## config.mk

```make
export PLATFORM = sky130hd
export DESIGN_NAME = spp_job_dispatcher
export DESIGN_NICKNAME = d
export VERILOG_FILES = /design/src/rtl/spp_pkg.sv /design/src/rtl/spp_operand_fifo.sv /design/src/rtl/spp_job_dispatcher.sv
export SDC_FILE = /design/constraint.sdc
export NUM_CORES = 1
export LEC_CHECK = 0
export CORE_MARGIN = 3
export CORE_UTILIZATION = 58
export DETAILED_ROUTE_END_ITERATION = 10
export HOLD_SLACK_MARGIN = 0.03
export PLACE_DENSITY = 0.84
export SLEW_MARGIN = 10
export SYNTH_ARGS = -nofsm -noshare
export SYNTH_HDL_FRONTEND = slang
export SYNTH_SLANG_ARGS = --single-unit
```

## constraint.sdc

```tcl
create_clock -name clk -period 3.8 [get_ports clk]
set_input_delay 0.76 -clock clk [delete_from_list [all_inputs] [get_ports clk]]
set_output_delay 0.76 -clock clk [all_outputs]
set_load 0.01 [all_outputs]
```

## src/rtl/spp_pkg.sv

```systemverilog
// Shared types for the SPP job dispatcher: FSM state encoding, default datapath
// width and the packed operand-pair layout.
package spp_pkg;

    localparam int SPP_DATA_W = 8;

    typedef enum logic [1:0] {
        IDLE   = 2'd0,
        LAUNCH = 2'd1,
        WAIT   = 2'd2,
        HOLD   = 2'd3
    } spp_state_t;

    typedef struct packed {
        logic [SPP_DATA_W-1:0] a;
        logic [SPP_DATA_W-1:0] b;
    } spp_pair_t;

endpackage

```

## src/rtl/spp_operand_fifo.sv

```systemverilog
// Operand-pair FIFO: DEPTH entries, natural-wrap pointers, full/empty from an
// occupancy counter one bit wider than the pointers.
module spp_operand_fifo
    import spp_pkg::*;
#(
    parameter int WIDTH = 2 * SPP_DATA_W,
    parameter int DEPTH = 4
) (
    input  logic             clk,
    input  logic             reset_n,
    input  logic             i_push,
    input  logic [WIDTH-1:0] i_wdata,
    input  logic             i_pop,
    output logic [WIDTH-1:0] o_rdata,
    output logic             o_full,
    output logic             o_empty
);

    localparam int AW = $clog2(DEPTH);
    localparam logic [AW:0] FULL_CNT = (AW + 1)'(DEPTH);

    logic [WIDTH-1:0] r_mem [DEPTH];
    logic [AW-1:0]    r_wr_ptr;
    logic [AW-1:0]    r_rd_ptr;
    logic [AW:0]      r_count;
    logic             w_wr;
    logic             w_rd;

    assign o_full  = (r_count == FULL_CNT);
    assign o_empty = (r_count == '0);
    // A pop in the same cycle does not make room: full always blocks the push.
    assign w_wr    = i_push && !o_full;
    assign w_rd    = i_pop && !o_empty;
    assign o_rdata = r_mem[r_rd_ptr];

    // NOTE: sequential state uses non-blocking assignments so every flop samples pre-edge values.
    always_ff @(posedge clk or negedge reset_n) begin
        if (!reset_n) begin
            r_wr_ptr <= '0;
            r_rd_ptr <= '0;
            r_count  <= '0;
        end else begin
            if (w_wr) r_wr_ptr <= r_wr_ptr + 1'b1;
            if (w_rd) r_rd_ptr <= r_rd_ptr + 1'b1;
            case ({w_wr, w_rd})
                2'b10:   r_count <= r_count + 1'b1;
                2'b01:   r_count <= r_count - 1'b1;
                default: r_count <= r_count;
            endcase
        end
    end

    // NOTE: storage has no reset; the pointers and count define which entries are valid.
    always_ff @(posedge clk) begin
        if (w_wr) r_mem[r_wr_ptr] <= i_wdata;
    end

endmodule

```

## src/rtl/spp_job_dispatcher.sv

```systemverilog
// Feeds buffered (A,B) pairs to the SPP core over Start/Busy and returns Out on a
// valid/ready result stream. Optional busy watchdog: define SPP_DISP_TIMEOUT_EN.
module spp_job_dispatcher
    import spp_pkg::*;
#(
    parameter int DATA_W = SPP_DATA_W,
    parameter int DEPTH  = 4
`ifdef SPP_DISP_TIMEOUT_EN
    ,
    parameter int BUSY_TIMEOUT = 255
`endif
) (
    input  logic              clk,
    input  logic              reset_n,
    input  logic              in_valid,
    output logic              in_ready,
    input  logic [DATA_W-1:0] in_a,
    input  logic [DATA_W-1:0] in_b,
    output logic              spp_start,
    input  logic              spp_busy,
    output logic [DATA_W-1:0] spp_ina,
    output logic [DATA_W-1:0] spp_inb,
    input  logic [DATA_W-1:0] spp_out,
    output logic              res_valid,
    input  logic              res_ready,
    output logic [DATA_W-1:0] res_data,
    output logic              res_err
);

    spp_state_t          r_state;
    spp_state_t          w_next_state;
    logic                r_ready_en;
    logic [DATA_W-1:0]   r_ina;
    logic [DATA_W-1:0]   r_inb;
    logic [DATA_W-1:0]   r_res_data;
    logic [2*DATA_W-1:0] w_head;
    logic                w_full;
    logic                w_empty;
    logic                w_push;
    logic                w_pop;
    logic                w_capture;
    logic                w_timeout;
    logic                w_tmo_hit;

    // in_ready is held low through reset and rises on the first edge after release.
    assign in_ready = r_ready_en && !w_full;
    assign w_push   = in_valid && in_ready;

    spp_operand_fifo #(
        .WIDTH (2 * DATA_W),
        .DEPTH (DEPTH)
    ) u_fifo (
        .clk     (clk),
        .reset_n (reset_n),
        .i_push  (w_push),
        .i_wdata ({in_a, in_b}),
        .i_pop   (w_pop),
        .o_rdata (w_head),
        .o_full  (w_full),
        .o_empty (w_empty)
    );

    // NOTE: every always_comb output gets a default first so no path can infer a latch.
    always_comb begin
        w_next_state = r_state;
        w_pop        = 1'b0;
        w_capture    = 1'b0;
        w_timeout    = 1'b0;
        case (r_state)
            IDLE: begin
                if (!w_empty) begin
                    w_pop        = 1'b1;
                    w_next_state = LAUNCH;
                end
            end
            LAUNCH: begin
                if (spp_busy) begin
                    w_next_state = WAIT;
                end else if (w_tmo_hit) begin
                    w_timeout    = 1'b1;
                    w_next_state = HOLD;
                end
            end
            WAIT: begin
                if (!spp_busy) begin
                    w_capture    = 1'b1;
                    w_next_state = HOLD;
                end else if (w_tmo_hit) begin
                    w_timeout    = 1'b1;
                    w_next_state = HOLD;
                end
            end
            HOLD: begin
                if (res_ready) w_next_state = IDLE;
            end
            default: w_next_state = IDLE;
        endcase
    end

    always_ff @(posedge clk or negedge reset_n) begin
        if (!reset_n) begin
            r_state    <= IDLE;
            r_ready_en <= 1'b0;
            r_ina      <= '0;
            r_inb      <= '0;
            r_res_data <= '0;
        end else begin
            r_state    <= w_next_state;
            r_ready_en <= 1'b1;
            if (w_pop) {r_ina, r_inb} <= w_head;
            if (w_capture)      r_res_data <= spp_out;
            else if (w_timeout) r_res_data <= '0;
        end
    end

    assign spp_start = (r_state == LAUNCH);
    assign res_valid = (r_state == HOLD);
    assign spp_ina   = r_ina;
    assign spp_inb   = r_inb;
    assign res_data  = r_res_data;

`ifdef SPP_DISP_TIMEOUT_EN
    localparam int TMO_W = $clog2(BUSY_TIMEOUT + 1);

    logic [TMO_W-1:0] r_tmo_cnt;
    logic             r_res_err;

    // The counter restarts on every state change, so LAUNCH and WAIT each get the full budget.
    assign w_tmo_hit = (r_tmo_cnt == TMO_W'(BUSY_TIMEOUT - 1));

    always_ff @(posedge clk or negedge reset_n) begin
        if (!reset_n) begin
            r_tmo_cnt <= '0;
            r_res_err <= 1'b0;
        end else begin
            if ((w_next_state != r_state) || ((r_state != LAUNCH) && (r_state != WAIT)))
                r_tmo_cnt <= '0;
            else
                r_tmo_cnt <= r_tmo_cnt + 1'b1;
            if (w_timeout)                          r_res_err <= 1'b1;
            else if (w_capture)                     r_res_err <= 1'b0;
            else if ((r_state == HOLD) && res_ready) r_res_err <= 1'b0;
        end
    end

    assign res_err = r_res_err;
`else
    assign w_tmo_hit = 1'b0;
    assign res_err   = 1'b0;
`endif

endmodule

```

* After elaboration in Yosys (flattened, before gate mapping)
Memories as Yosys holds them, arrays and structs flattened. A register that Yosys moved wholly into a read port is not among the register bits.
Cells that the tools add are included.
** Storage, ports and cells
- Logic and storage cells :: 45
- Bits in writable memories :: 64
- Memories :: 1
- Bits of input ports :: 29
- Bits in registers :: 18
- Output and inout port bits :: 28
** Memory list
- u_fifo.r_mem :: depth 4, bits a word 16, read ports 1, clocked after memory_dff 1, wr ports 1, RTL line spp_operand_fifo.sv:22 : logic [WIDTH-1:0] r_mem [DEPTH];
** Operators by class
- Equal/unequal tests :: 10
- Reductions and logical operators :: 11
- Mux-type cells :: 13
- Add/sub/neg operators :: 4
** Operator list (count)
- 2-bit 2-to-1 mux :: 4
- 8-bit 2-to-1 mux :: 1
- 2-bit case mux with 4 select lines :: 1
- 2-bit == test, second input constant :: 3
- 1-bit 2-to-1 mux :: 6
- 3-bit case mux with 2 select lines :: 1
- 2-bit by 1-bit adder with 2-bit output, second input constant :: 2
- 2-bit by 1-bit == test with 1-bit output, second input constant :: 2
- 1-bit logical AND :: 4
- 2-bit by 1-bit inequality test with 1-bit output, second input constant :: 2
- 2-bit inequality test, second input constant :: 2
- 4-bit AND reduction :: 1
- 3-bit by 1-bit adder with 3-bit output, second input constant :: 1
- 3-bit == test, second input constant :: 1
- 1-bit logical NOT :: 3
- 3-bit logical NOT :: 1
- 3-bit by 1-bit subtractor with 3-bit output, second input constant :: 1
- 2-bit logical NOT :: 1
- 2-bit nonzero test :: 1

* Longest topological paths before layout
- Depth in word-level cells :: 7
- Depth in mapped cells :: 11
- Depth with buffers taken out :: 10

* By module
A second synthesis with hierarchy kept.
** Unflattened totals
- Cells, all modules :: 198
- Area, all modules :: 3963.8 sq um
** By module, submodules not included
- spp_operand_fifo :: seq. area each 2097.0 sq um, instances 1, cells each 121, area an instance 2775.2 sq um
- spp_job_dispatcher :: seq. area each 675.6 sq um, instances 1, cells each 77, area an instance 1188.6 sq um

* Worst setup path after synthesis
OpenSTA, ideal clock, no wires.
- Path type :: reg-to-reg
- Start :: register r_state[0]
- End :: register u_fifo.r_count[2]
- Buffers on the path :: 1
- Setup slack :: 1.678 ns
- Arrival :: 2.042 ns
- Data required time :: 3.720 ns
- Cell stages (with the launch flop) :: 12
- Cells stage by stage :: dfrtp_1 > inv_1 > ha_1 > o31ai_4 > inv_4 > buf_6 > ha_1 > inv_1 > fa_1 > xor2_1 > nor2_1 > xnor2_1
** On the way
- Word-level cells in the longest chain between the ends :: 5
- Elaborated cells between the ends (all ways) :: 7
- Those cells by class :: eq/ne (2); mux (2); reduce/logical (3)
** RTL lines
- from (decl) :: RTL line spp_job_dispatcher.sv:30 : spp_state_t r_state;
- from (signal assigned) :: RTL line spp_job_dispatcher.sv:108 : r_state <= w_next_state;
- 2-bit logical NOT (*) :: RTL line spp_job_dispatcher.sv:69 : case (r_state)
- 1-bit 2-to-1 mux (*) :: RTL line spp_job_dispatcher.sv:69
- named net u_fifo.i_pop :: RTL line spp_operand_fifo.sv:13 : input logic i_pop,
- 1-bit logical AND (*) :: RTL line spp_operand_fifo.sv:33 : assign w_rd = i_pop && !o_empty;
- 2-bit by 1-bit == test with 1-bit output / 2-bit == test (equally long branches) :: RTL line spp_operand_fifo.sv:45 : case ({w_wr, w_rd})
- 3-bit case mux with 2 select lines / 2-bit nonzero test (equally long branches)
- to (signal assigned) :: RTL line spp_operand_fifo.sv:46 : 2'b10: r_count <= r_count + 1'b1;
- to (signal assigned) :: RTL line spp_operand_fifo.sv:47 : 2'b01: r_count <= r_count - 1'b1;
- to (signal assigned) :: RTL line spp_operand_fifo.sv:48 : default: r_count <= r_count;
- to (decl) :: RTL line spp_operand_fifo.sv:25 : logic [AW:0] r_count;
Mark *: on every way through the listed nets, which the timed path passes. The rest lies on a longest branch.
A chain may end at the register's enable or synchronous reset.

* Worst setup path in the final report
- Start :: register u_fifo.r_count[1]
- End :: register u_fifo.r_count[1]
** On the way
- Word-level cells in the longest chain between the ends :: 7
- Elaborated cells between the ends (all ways) :: 16
- Those cells by class :: add/sub (2); eq/ne (3); mux (3); reduce/logical (8)
** RTL lines
- 3-bit == test :: RTL line spp_operand_fifo.sv:29 : assign o_full = (r_count == FULL_CNT);
- 1-bit logical NOT :: RTL line spp_operand_fifo.sv:32, spp_job_dispatcher.sv:46
- 1-bit logical AND :: RTL line spp_job_dispatcher.sv:46 : assign in_ready = r_ready_en && !w_full;
- 1-bit logical AND :: RTL line spp_job_dispatcher.sv:47 : assign w_push = in_valid && in_ready;
- 1-bit logical AND :: RTL line spp_operand_fifo.sv:32 : assign w_wr = i_push && !o_full;
- 2-bit by 1-bit == test with 1-bit output / 2-bit == test (equally long branches) :: RTL line spp_operand_fifo.sv:45
- 3-bit case mux with 2 select lines / 2-bit nonzero test (equally long branches)
Parallel ways exist; a longest one is shown, timed or not.

==> flow_summary.ini <==
[status]
outcome = completed

[synth]
ys_seq_elements = 98
yosysMostFrequentCell = edfxtp_1
synth.area.top_cells = edfxtp_1 (49%), dfrtp_1 (22%), mux4_2 (9.3%)
yosysUniqueCellTypes = 26
syn_area_sq_um = 3890
synthArstFlopShare = 0.347
avgSynthCellArea_sq_um = 17.1
yosysTopAreaCellShare = 0.495
yosys_warnings = 0
synth-seq-area-share = 0.713
synth_nets = 267
synth_edf_count = 64
synth_cells = 227
yosys_most_used_dff = edfxtp_1
yosysTopAreaCell = edfxtp_1
netlist_top_cells_count = edfxtp_1 (64), nand2_1 (50), dfrtp_1 (34)

[floorplanning]
placementRows = 29
die_area_sq_um = 7720
core_sq_um = 6420
die_height_microns = 87.9
design.portCount = 57
die_w_microns = 87.9
initial_core_util = 0.605

[pwr]
ir_worst_vdd_mv = 0.428
powerDensity_nw_per_um2 = 743
finalPower_w = 0.00348
leakagePower_nw = 1.79

[timing]
rsz0062_at_grt = false
skew_ns = 0.00896
final_hold_viol_count = 0
tightest_slew_ns = 1.08
fmax_ghz = 0.405
slew_viol_final = 0
setup_viol = 0
fin_crit_ns = 2.47
finalCritPeriodShare = 0.649
max_slew_margin = 0.282
finalSetupTns_ns = 0

[critical_path]
reg2reg_slack_ns = 1.33
cp-start-kind = flip-flop
cp_max_fo = 18
critPathCaptureType = flip-flop
crit_arrival_ns = 2.75
critical_path_class = reg -> reg
rr_worst_depth = 6
required_ns = 4.09

[finish]
post-route-util = 0.728
area_delta_synth_final_pct = 20.4
drive_gt1_frac = 0.138
num_antenna_cells = 0
nets = 325

[detailed_routing]
wl_met3_microns = 364
vias = 1974
final_antenna_net_count = 0
drc = 0
viasPerCell = 5.38
drtIter0Drc = 100
routed_wl_microns = 6330
routedWlPerCell_microns = 17.2
met2_wirelength_microns = 3180
wirelength_met1_microns = 2680
topRoutingLayerUsed = met4
firstDrtPassIters = 4

[clock_tree]
hold_buffers = 0
ctsRootBufferMaster = clkbuf_8
clock-sinks = 98
postCtsResizedCells = 0
htree_levels = 3
tritoncts = done
cts_buffer_depth = 2
clk_pin_slew_worst_paths_ns = 0.09
cts_buffers = 9
insertion_delay_ns = 0.36
cts_setup_buffers = 0

[placement]
place_congestion = 0.744
dp_hpwl_microns = 4250
portBuffers = 55

[min_path]
hp-class = in -> async

[global_routing]
first_global_vias = 2078
antenna_found_initial = 0
grt_pass1_wl_microns = 10200
grt_max_degree = 35
overflow = 0
grt.total_usage = 0.184

[flow_run]
cap_violations = 0
==> metal layers <==
layer	vias up	GRT usage
li1	922	-
met1	977	0.228
met2	66	0.303
met3	9	0.0687
met4	0	0.0614
met5	-	0
==> worst max-delay path: stages, from the launching register on <==
cell and delay [ns]:
dfrtp_1 0.46, o31ai_4 0.80, inv_4 0.23, ha_1 0.28
inv_1 0.07, fa_1 0.40, o21ai_0 0.16
==> cells in the final DEF (no fill, tap or decap), types with 2 or more instances in the layout <==
cell / instances
mux4_2: 16
inv_2: 2
xnor2_1: 5
clkinvlp_4: 2
nor2b_1: 2
clkdlybuf4s50_1: 54
nor2_1: 3
clkinv_2: 2
edfxtp_1: 64
bufinv_16: 2
nand2_1: 50
dfrtp_1: 34
inv_1: 7
mux2_1: 10
and2_1: 4
clkbuf_8: 9
ha_1: 10
conb_1: 2
==> kinds of logic (layout without fill, tap and decap cells) <==
logic type / count (synthesis) / in the layout / share of synthesized area
muxes: 28 / 28 / 0.127
xor gates and xnor gates: 6 / 6 / 0.0135
and+or+nand+nor: 59 / 59 / 0.0608
buffers and inverters: 18 / 81 / 0.0277
other: 2 / 2 / 0.00193
AOI/OAI and AO/OA: 5 / 5 / 0.0180
adders and majority gates: 11 / 11 / 0.0373
DFF: 98 / 98 / 0.713
==> where the power goes <==
group	leakage [nW]	switching, W	total, W	internal, W
Clock	0.105	0.000349	0.000718	0.000369
Sequential	0.991	0.000220	0.00162	0.00140
Combinational	0.693	0.000504	0.00114	0.000636
==> layout make-up <==
type,count,area [sq um]
Clock buffer,9,124
Clock inverter,7,93.8
Fill cell,423,1740
Inverter,10,40.0
Multi-Input combinational cell,111,1010
Sequential cell,98,2770
Tap cell,77,96.3
Timing Repair Buffer,55,546
==> flip-flops by register name, summed over array words and instances, names as in the netlist <==
signal	cells
u_fifo.r_rd_ptr	2
r_state	2
spp_ina	8
spp_inb	8
r_ready_en	1
res_data	8
u_fifo.r_wr_ptr	2
u_fifo.r_count	3
u_fifo.r_mem	64
==> metrics by stage <==
stage | setup slack [ns] | cell area [sq um] | instances | hold WS (ns)
detailed placement | 1.24 | 4460 | 351 | 0.462
global placement | 1.30 | 4460 | 351 | 0.456
CTS | 1.29 | 4680 | 367 | 0.483
global route | 1.11 | 4680 | 367 | 0.500
floorplan | 1.68 | 3890 | 227 | 0.464
finish | 1.33 | 4680 | 367 | 0.457
==> final timing paths <==
check                                                   start                             to
max in group asynchronous                             reset_n        res_data[6]$_DFFE_PN0P_
worst max register to register  u_fifo.r_count[1]$_DFFE_PN0P_  u_fifo.r_count[1]$_DFFE_PN0P_
worst min-delay path                                  reset_n  u_fifo.r_count[1]$_DFFE_PN0P_
worst min register to register         spp_ina[4]$_DFFE_PN0P_         spp_ina[4]$_DFFE_PN0P_
min in group clk                       spp_ina[4]$_DFFE_PN0P_         spp_ina[4]$_DFFE_PN0P_
worst max-delay path            u_fifo.r_count[1]$_DFFE_PN0P_  u_fifo.r_count[1]$_DFFE_PN0P_
(Power assumes the default switching activity.)
